## src/rtl/rename_commit_ctrl.sv

```systemverilog
// In-order commit queue between an allocator and a rename file: it hands out slot tags,
// tracks writeback completion and releases each slot's name in allocation order.
module rename_commit_ctrl #(
  parameter int name_width = 1,
  parameter int tag_width  = 2
) (
  input  logic                  CLK,
  input  logic                  RST,
  input  logic                  ALLOC_REQ,
  input  logic                  RF_ALLOC_READY,
  input  logic [name_width-1:0] RF_NAME,
  output logic                  ALLOC_E,
  output logic [tag_width-1:0]  ALLOC_TAG,
  input  logic                  WB_E,
  input  logic [tag_width-1:0]  WB_TAG,
  input  logic                  COMMIT_STALL,
  output logic                  FE,
  output logic [name_width-1:0] NAME_F,
  output logic                  FULL,
  output logic                  EMPTY,
  output logic [tag_width:0]    COUNT
);

  localparam int depth = 2 ** tag_width;
  localparam logic [tag_width:0] depth_cnt = (tag_width + 1)'(depth);

  logic [depth-1:0]      valid;
  logic [depth-1:0]      done;
  logic [name_width-1:0] names [depth];
  logic [tag_width-1:0]  head;
  logic [tag_width-1:0]  tail;
  logic [tag_width:0]    count;
  logic                  wb_hit;

  // FULL comes from the registered count, so a same-cycle commit never unblocks allocation.
  assign FULL      = (count == depth_cnt);
  assign EMPTY     = (count == '0);
  assign COUNT     = count;
  assign ALLOC_E   = ALLOC_REQ & RF_ALLOC_READY & ~FULL;
  assign ALLOC_TAG = tail;
  assign FE        = valid[head] & done[head] & ~COMMIT_STALL;
  assign NAME_F    = names[head];

  // A writeback aimed at the slot retiring on this edge is dropped; the clear wins.
  assign wb_hit = WB_E & valid[WB_TAG] & ~(FE & (WB_TAG == head));

  always_ff @(posedge CLK or posedge RST) begin
    if (RST) begin
      valid <= '0;
      done  <= '0;
      head  <= '0;
      tail  <= '0;
      count <= '0;
    end else begin
      if (FE) begin
        valid[head] <= 1'b0;
        done[head]  <= 1'b0;
        head        <= head + 1'b1;
      end
      if (wb_hit) begin
        done[WB_TAG] <= 1'b1;
      end
      // Tail is never the retiring head here: tail==head only when empty, and then FE=0.
      if (ALLOC_E) begin
        valid[tail] <= 1'b1;
        done[tail]  <= 1'b0;
        tail        <= tail + 1'b1;
      end
      if (ALLOC_E && !FE) begin
        count <= count + 1'b1;
      end else if (FE && !ALLOC_E) begin
        count <= count - 1'b1;
      end
    end
  end

  // Names are qualified by valid, so they need no reset.
  always_ff @(posedge CLK) begin
    if (ALLOC_E) begin
      names[tail] <= RF_NAME;
    end
  end

endmodule
```

## config.mk

```make
export PLATFORM = sky130hd
export DESIGN_NAME = rename_commit_ctrl
export DESIGN_NICKNAME = d
export VERILOG_FILES = /design/src/rtl/rename_commit_ctrl.sv
export SDC_FILE = /design/constraint.sdc
export NUM_CORES = 1
export LEC_CHECK = 0
export CORE_MARGIN = 2
export CORE_UTILIZATION = 51
export CTS_CLUSTER_SIZE = 24
export DETAILED_ROUTE_END_ITERATION = 10
export PLACE_DENSITY_LB_ADDON = 0.15
export SLEW_MARGIN = 25
export SYNTH_ARGS = -nofsm -noshare
export SYNTH_HDL_FRONTEND = slang
export SYNTH_SLANG_ARGS = --single-unit
```

## constraint.sdc

```tcl
create_clock -name CLK -period 2.79 [get_ports CLK]
set_input_delay 0.558 -clock CLK [delete_from_list [all_inputs] [get_ports CLK]]
set_output_delay 0.558 -clock CLK [all_outputs]
set_load 0.01 [all_outputs]
```

* Word-level counts from Yosys, hierarchy flattened *
Memory sizes are Yosys's and may differ from the RTL's.
Index checks and enable logic that the tools add are counted.

cells by class
  multipliers = 0
  bitwise gates (word level) = 17
  shift-type cells = 0
  $add $sub $neg = 4
  equal/unequal tests = 2
  reduce and logical (&&, ||, !) cells = 9
  order comparisons = 6
  muxes and demuxes = 21
  div/mod/pow operators = 0

operator list
  kind                   count
  $mux W4                5
  $and A4 B4 Y4          3
  $lt A2 B3 Y1 const B   3
  $mux W1                8
  $not A4 Y4             2
  $or A4 B4 Y4           2
  $and A1 B1 Y1          7
  $bmux W1 S2            3
  $demux W1 S2           3
  $ge A2 B1 Y1 const B   3
  $mux W3                2
  $logic_and A1 B1 Y1    5
  $add A2 B1 Y2 const B  2
  $add A3 B1 Y3 const B  1
  $eq A3 B3 Y1 const B   1
  $logic_not A3 Y1       1
  $not A1 Y1             3
  $sub A3 B1 Y3 const B  1
  $eq A2 B2 Y1           1
  $logic_not A1 Y1       2
  $reduce_bool A2 Y1     1

storage, ports and cells
  bits in read-only memories = 0
  word-level logic and storage cells = 65
  output and inout bits = 10
  bits in writable memories = 4
  bits in latches = 0
  register bits after elaboration = 15
  memories kept = 1
  input bits = 9

memories
  name   words  width  read ports  clocked after memory_dff  write ports  RTL line  text
  names  4      1      1           0                         1            29        logic [name_width-1:0] names [depth];

* Logic depth before layout (Yosys ltp) *
Gate-level depths: netlist (run 1).

  depth in word-level cells = 11
  depth in mapped cells = 10
  gate-level depth less buffers = 9

* Least setup slack after synthesis (run 1) *
No wires, ideal clock.

  kind = register to register
  start point = register count[0] (netlist: COUNT[0])
  end point = register count[1] (netlist: COUNT[1])
  buffers on the path = 1
  setup time = 0.125 ns
  clock period less this slack = 2.249 ns
  data required time = 2.665 ns
  arrival = 2.124 ns
  setup slack = 0.541 ns
  cell stages (with the launch flop) = 8
  cell sequence = dfrtp_1 nor3b_1 nor2_1 buf_2 ha_1 inv_1 fa_1 mux2_2

on the way
  longest elaborated chain between the ends = 6
  elaborated cells between the ends (all ways) = 11
  those cells by class = add/sub: 2; eq/ne: 1; mux: 2; bitwise: 2; reduce/logical: 4

RTL lines
  element                       RTL line  text
  start: declaration            32        logic [tag_width:0] count;
  start signal: assignment      70        count <= count + 1'b1;
  start signal: assignment      72        count <= count - 1'b1;
  $eq A3 B3 Y1 (*)              36        assign FULL = (count == depth_cnt);
  named net FULL                19        output logic FULL,
  $not A1 Y1 (*)                39        assign ALLOC_E = ALLOC_REQ & RF_ALLOC_READY & ~FULL;
  $and A1 B1 Y1 (*)             39
  named net ALLOC_E             12        output logic ALLOC_E,
  $logic_not A1 Y1              71        end else if (FE && !ALLOC_E) begin
  $logic_and A1 B1 Y1           71
  $reduce_bool A2 Y1 (no line)  --

The timed path passes the listed nets; every way through them passes the cells marked *. The select of a mux whose other input is x is not followed.
A chain may end at the register's enable or synchronous reset.

* Worst setup path in the final report (run 1) *
  start point = register head[1]
  end point = output FE

on the way
  longest elaborated chain between the ends = 4
  elaborated cells between the ends (all ways) = 6
  those cells by class = mux: 4; bitwise: 2

RTL lines
  element                         RTL line  text
  start: declaration              30        logic [tag_width-1:0] head;
  start signal: assignment        58        head <= head + 1'b1;
  $bmux W1 S2                     41        assign FE = valid[head] & done[head] & ~COMMIT_STALL;
  $mux W1 (not written as such)   41
  $and A1 B1 Y1 (*) (2 in a row)  41
  end: declaration                17        output logic FE,

Mark *: on every way between the ends. The rest lies on a longest branch, timed or not. The select of a mux whose other input is x is not followed.

==> results of run 1 <==
-- per-layer routing --
layer	global-route usage	share of wire	routed length, µm	up-vias
met4	0.111	0.036	75	0
met1	0.253	0.47	987	357
met5	0	0	0	-
met2	0.313	0.45	943	21
li1	-	-	-	380
met3	0.0394	0.041	85	9
-- metrics by stage --
step,utilization,total power [mW]
CTS,0.671,1.35
finish,0.671,1.34
global placement,0.657,1.18
floorplan,-,0.934
detailed placement,0.657,1.20
global route,0.671,1.46
-- state kept, by name, summed over array words and instances (netlist names) --
| signal | flops |
|---|---|
| ALLOC_TAG | 2 |
| COUNT | 3 |
| done | 4 |
| head | 2 |
| names | 4 |
| valid | 4 |
-- worst reg2reg max path, cell delays in order, from the launching register on --
cell and delay, ns:
dfrtp_1 0.56, inv_2 0.12, a311oi_4 0.29, nand2_1 0.16, ha_1 0.25, inv_1 0.07
fa_1 0.40, mux2_2 0.26
-- placed cells by master, fill, tap and decap left out, drive strengths merged --
master / instances
a311oi: 2
dfrtp: 15
o211ai: 1
clkinv: 1
buf: 4
a211oi: 1
nor2: 4
mux2: 1
a21oi: 4
ha: 9
nand2b: 2
clkbuf: 3
xor2: 4
a21o: 4
inv: 13
a32o: 4
clkdlybuf4s50: 18
nand2: 12
mux4: 1
a31oi: 2
edfxtp: 4
fa: 1
nor3b: 1
xnor2: 3
o21ai: 1
nand3: 5
nor3: 1
-- final cells by class --
cell class,count,area (µm²),share of cell area
Clock buffer,3,22.5,0.0171
Sequential cell,19,495,0.376
Tap cell,27,33.8,0.0257
Multi-Input combinational cell,63,500,0.380
Timing Repair Buffer,22,210,0.160
Inverter,13,48.8,0.0371
Clock inverter,1,5.00,0.00380
-- power by group --
group	total [mW]	leakage (nW)	internal (mW)	switching [mW]
combinational	0.673	0.377	0.358	0.315
sequential	0.522	0.207	0.398	0.124
clock	0.147	0.0177	0.0536	0.0929
-- worst paths after layout --
path                                from  cells past startpoint      endpoint  slack [ns]
min in group asynchronous            RST                      2  ALLOC_TAG[1]        0.59
worst max-delay path             head[1]                      5            FE        0.20
worst min register to register  valid[2]                      1      valid[2]        0.52
max in group asynchronous            RST                      2       done[0]        1.81
worst max register to register   head[1]                      7      COUNT[1]        0.58
worst min-delay path            valid[2]                      1      valid[2]        0.52
-- logic make-up after synthesis --
| kind of cell | share of synthesized area |
|---|---|
| multiplexers | 0.0320 |
| XOR/XNOR | 0.0580 |
| adder cells (fa/ha/maj) | 0.125 |
| AND/OR/NAND/NOR | 0.104 |
| buffers and inverters | 0.0580 |
| AO/OA/AOI/OAI | 0.154 |
| flip-flops | 0.469 |
==> qor.csv, run 1 <==
metric;value;unit
status;finished, final reports clean;
synth-seq-cells;19;
drt_pre_antenna_iters;4;
final-setup-viol-count;0;
syn_inst;97;
final.period_utilization;0.929;
cp.arrival;2.03;ns
leakage;0.602;nW
cts-root-buf;clkbuf_4;
final_nets;141;
ir_drop;0.709;mV
fin_worst_skew;0.00883;ns
path_max_fanout;8;
fmax;386;MHz
fin_ws;0.199;ns
async_flop_share;0.789;
cp_top_family;buffers and inverters;
grt_usage;0.198;
yosysMostFrequentCell;dfrtp_1;
critPathKind;reg -> out;
synth.top_cell.area_share;0.355;
avgSynthCellArea;10.9;µm²
ios;19;
ctsHoldBuffers;0;
drv_cap;0;
hpwl;1.62;mm
cp.buffers_inverters;3;
viasPerCell;5.18;
drt-total-wl;2.09;mm
placementRows;16;
yosysWarnings;0;
synth_top_area_cell;dfrtp_1;
dpl_cell_area;0.00129;mm²
drive_gt1_frac;0.107;
coreArea;0.00196;mm²
die_h;49.5;µm
nFillCells;180;
grt_overflow;0;
cts_tree;built;
cts_num_sinks;19;
fp.dieW;49.5;µm
path_cells;inv_2 > a311oi_4 > nand2_1 > inv_1 > clkdlybuf4s50_1;
final.setup.tns;0;ns
syn_to_final_growth;24.5;%
fin_hold_ws;0.517;ns
initial_core_util;0.539;
cts_resized;0;
gp_congestion;0.775;
ys_top_cells_by_area;dfrtp_1 36%, edfxtp_1 11%, ha_1 11%;
ys_seq_area_frac;0.469;
clock_latency;0.31;ns
clockBufferDepth;2;
hold_violations;0;
slew_headroom;0.608;
h-tree-depth;1;
fin_cells;148;
synth_common_cells;15 x dfrtp_1, 12 x inv_1, 12 x nand2_1;
setup.worst_path.start_class;flop;
synth_nets;116;
rsz0062_at_grt;false;
crit_path_max_incr_delay;0.56;ns
grt_pass1_vias;796;
antenna_found_initial;0;
p_per_area;1020;mW/mm²
place_ws;0.227;ns
grt_max_degree;16;
end_kind;output pin;
detail_route.wl_per_cell;14.1;µm
synth_area;0.00106;mm²
dieArea;0.00245;mm²
synth_ff_type;dfrtp_1;
final_area;0.00132;mm²
fin_crit;2.59;ns
ys_types;27;
insertedDiodeCount;0;
critPathRequiredTime;2.23;ns
dp_cells;144;
slew_violations;0;
synth-edff-count;4;
path_clk_slew;0.11;ns
vias;767;
worst_slew_pin_slew;0.588;ns
cpMaxStageDelayCell;dfrtp_1;
postCtsSetupRepairBufs;0;
remaining_drc_errors;0;
grt_pass1_wl;3.60;mm
hold_class;reg -> reg;
first_iter_violations;14;
drtAntennaViolNets;0;
io_buffers;18;
cts_buffers;3;
No activity file was read; power rests on OpenSTA's default activity.
==> run 2, diff against run 1 <==
--- a/config.mk
+++ b/config.mk
@@ -5,6 +5,7 @@
 export SDC_FILE = /design/constraint.sdc
 export NUM_CORES = 1
 export LEC_CHECK = 0
+export CORE_ASPECT_RATIO = 1.1
 export CORE_MARGIN = 2
 export CORE_UTILIZATION = 51
 export CTS_CLUSTER_SIZE = 24
==> run 2 against run 1 <==
Compared with the run above:
- first-iteration DRC count is 50% lower
- cell count unchanged
- hold slack gained 0.0034 ns
- fmax grew 0.86%
- die area about the same
- register-to-register slack got worse by 0.02 ns
- cell area down 0.38%
- clock-buffer cell count did not move
- sequential power increased by 4%
- via count is 2.1% higher
- global-route usage up 1.3 points
- non-clock buffer count is 1 lower
- critical endpoint unchanged
- largest cell class unchanged
- largest power group unchanged
==> qor.csv, run 2 (same netlist as run 1, synthesis figures left out) <==
metric;value;unit
rr_startpoint;head[0];
grt_overflow;0;
clock_latency;0.30;ns
worstRegToRegCells;9;
first_iter_violations;7;
final.period_utilization;0.921;
ir_drop;0.583;mV
cp.arrival;2.01;ns
fp.dieW;47.4;µm
postLayoutCoreUtil;0.663;
status;finished, final reports clean;
final_area;0.00131;mm²
insertedDiodeCount;0;
fin_cells;148;
initial_core_util;0.534;
critPathRequiredTime;2.23;ns
cts-root-buf;clkbuf_4;
critPathKind;reg -> out;
h-tree-depth;1;
hpwl;1.61;mm
placementRows;17;
final_common_cell;clkdlybuf4s50_1;
grt_max_degree;16;
fin_worst_skew;0.00291;ns
path_max_fanout;8;
dpl_cell_area;0.00128;mm²
setup.worst_path.start_class;flop;
critical_path_depth;5;
holdPathStages;1;
cp.buffers_inverters;3;
p_total;1.33;mW
cts_tree;built;
min_to;valid[1];
r2r_end;COUNT[2];
path_cells;inv_2 > a311oi_4 > nand2_1 > inv_1 > clkdlybuf4s50_1;
seq_area;497;µm²
end_kind;output pin;
remaining_drc_errors;0;
worst_slew_pin_slew;0.586;ns
drv_cap;0;
grt_usage;0.211;
final-setup-viol-count;0;
place_ws;0.239;ns
worstHoldStart;valid[1];
final.setup.tns;0;ns
io_buffers;18;
reg.largest.list;done x4, names x4, valid x4;
fin_hold_ws;0.521;ns
syn_to_final_growth;24.0;%
clockBufferDepth;2;
fin_ws;0.222;ns
cts_buffers;3;
dp_cells;144;
multi_input_area;500;µm²
coreArea;0.00198;mm²
die_h;51.8;µm
drt-total-wl;2.09;mm
nFillCells;168;
antenna_found_initial;0;
rsz0062_at_grt;false;
r2r_slack;0.56;ns
cts_num_sinks;19;
drtAntennaViolNets;0;
final_cell_mix;18 x clkdlybuf4s50_1, 14 x dfrtp_1, 12 x inv_1, 12 x nand2_1, 9 x ha_1;
hold_class;reg -> reg;
slew_violations;0;
drt_pre_antenna_iters;4;
final_nets;140;
leakage;0.596;nW
fin_crit;2.57;ns
p_per_area;1020;mW/mm²
viasPerCell;5.29;
cpMaxStageDelayCell;dfrtp_1;
cp_top_family;buffers and inverters;
path_clk_slew;0.11;ns
fmax;389;MHz
crit_path_max_incr_delay;0.56;ns
detail_route.wl_per_cell;14.1;µm
hold_violations;0;
ios;19;
grt_pass1_wl;3.57;mm
slew_headroom;0.609;
dieArea;0.00245;mm²
drive_gt1_frac;0.108;
grt_pass1_vias;791;
vias;783;
postCtsSetupRepairBufs;0;
gp_congestion;0.808;
## run 2: cell count changes in the layout (fill, tap and decap cells not counted), sizes merged
cell	before	now
buf	4	3
## run 2: final cells by class
class | count | share of cell area
multi-input combinational | 63 | 0.382
sequential | 19 | 0.379
timing repair buffer | 21 | 0.155
inverter | 13 | 0.0372
tap | 28 | 0.0267
clock buffer | 3 | 0.0172
clock inverter | 1 | 0.00382
## run 2: worst register-to-register path, cell delays in order, from the launching register on
cell and delay (ns):
dfrtp_2 0.53, a211oi_2 0.32, a311oi_4 0.08, nand2_1 0.16, ha_1 0.21, inv_1 0.06
fa_1 0.37, xor2_1 0.15, nor2_1 0.13, xor2_1 0.16
## run 2: what timing repair did
action | in CTS | in global routing
endpoints found under the setup margin | 0 | 1
gates resized for setup | 0 | 1
hold buffers | 0 | 0
## run 2: how the worst max path moves through the flow
stage / startpoint / to / slack (ns)
global route: head[1] / FE / 0.11
finish: head[1] / FE / 0.22
floorplan: COUNT[0] / COUNT[1] / 0.54
CTS: head[0] / FE / 0.08
global placement: COMMIT_STALL / FE / 0.25
detailed placement: COMMIT_STALL / FE / 0.24
## run 2: metal layers
layer  global-route usage  up-vias  wire [µm]
met5                    0        -          0
met4                0.102        0         38
met3               0.0347        4         58
met2                0.320       11       1070
met1                0.285      390        924
li1                     -      378          -
## run 2: power by group
part	leakage (nW)	switching [mW]	internal [mW]
Sequential	0.205	0.141	0.399
Clock	0.0177	0.0889	0.0534
Combinational	0.373	0.299	0.350
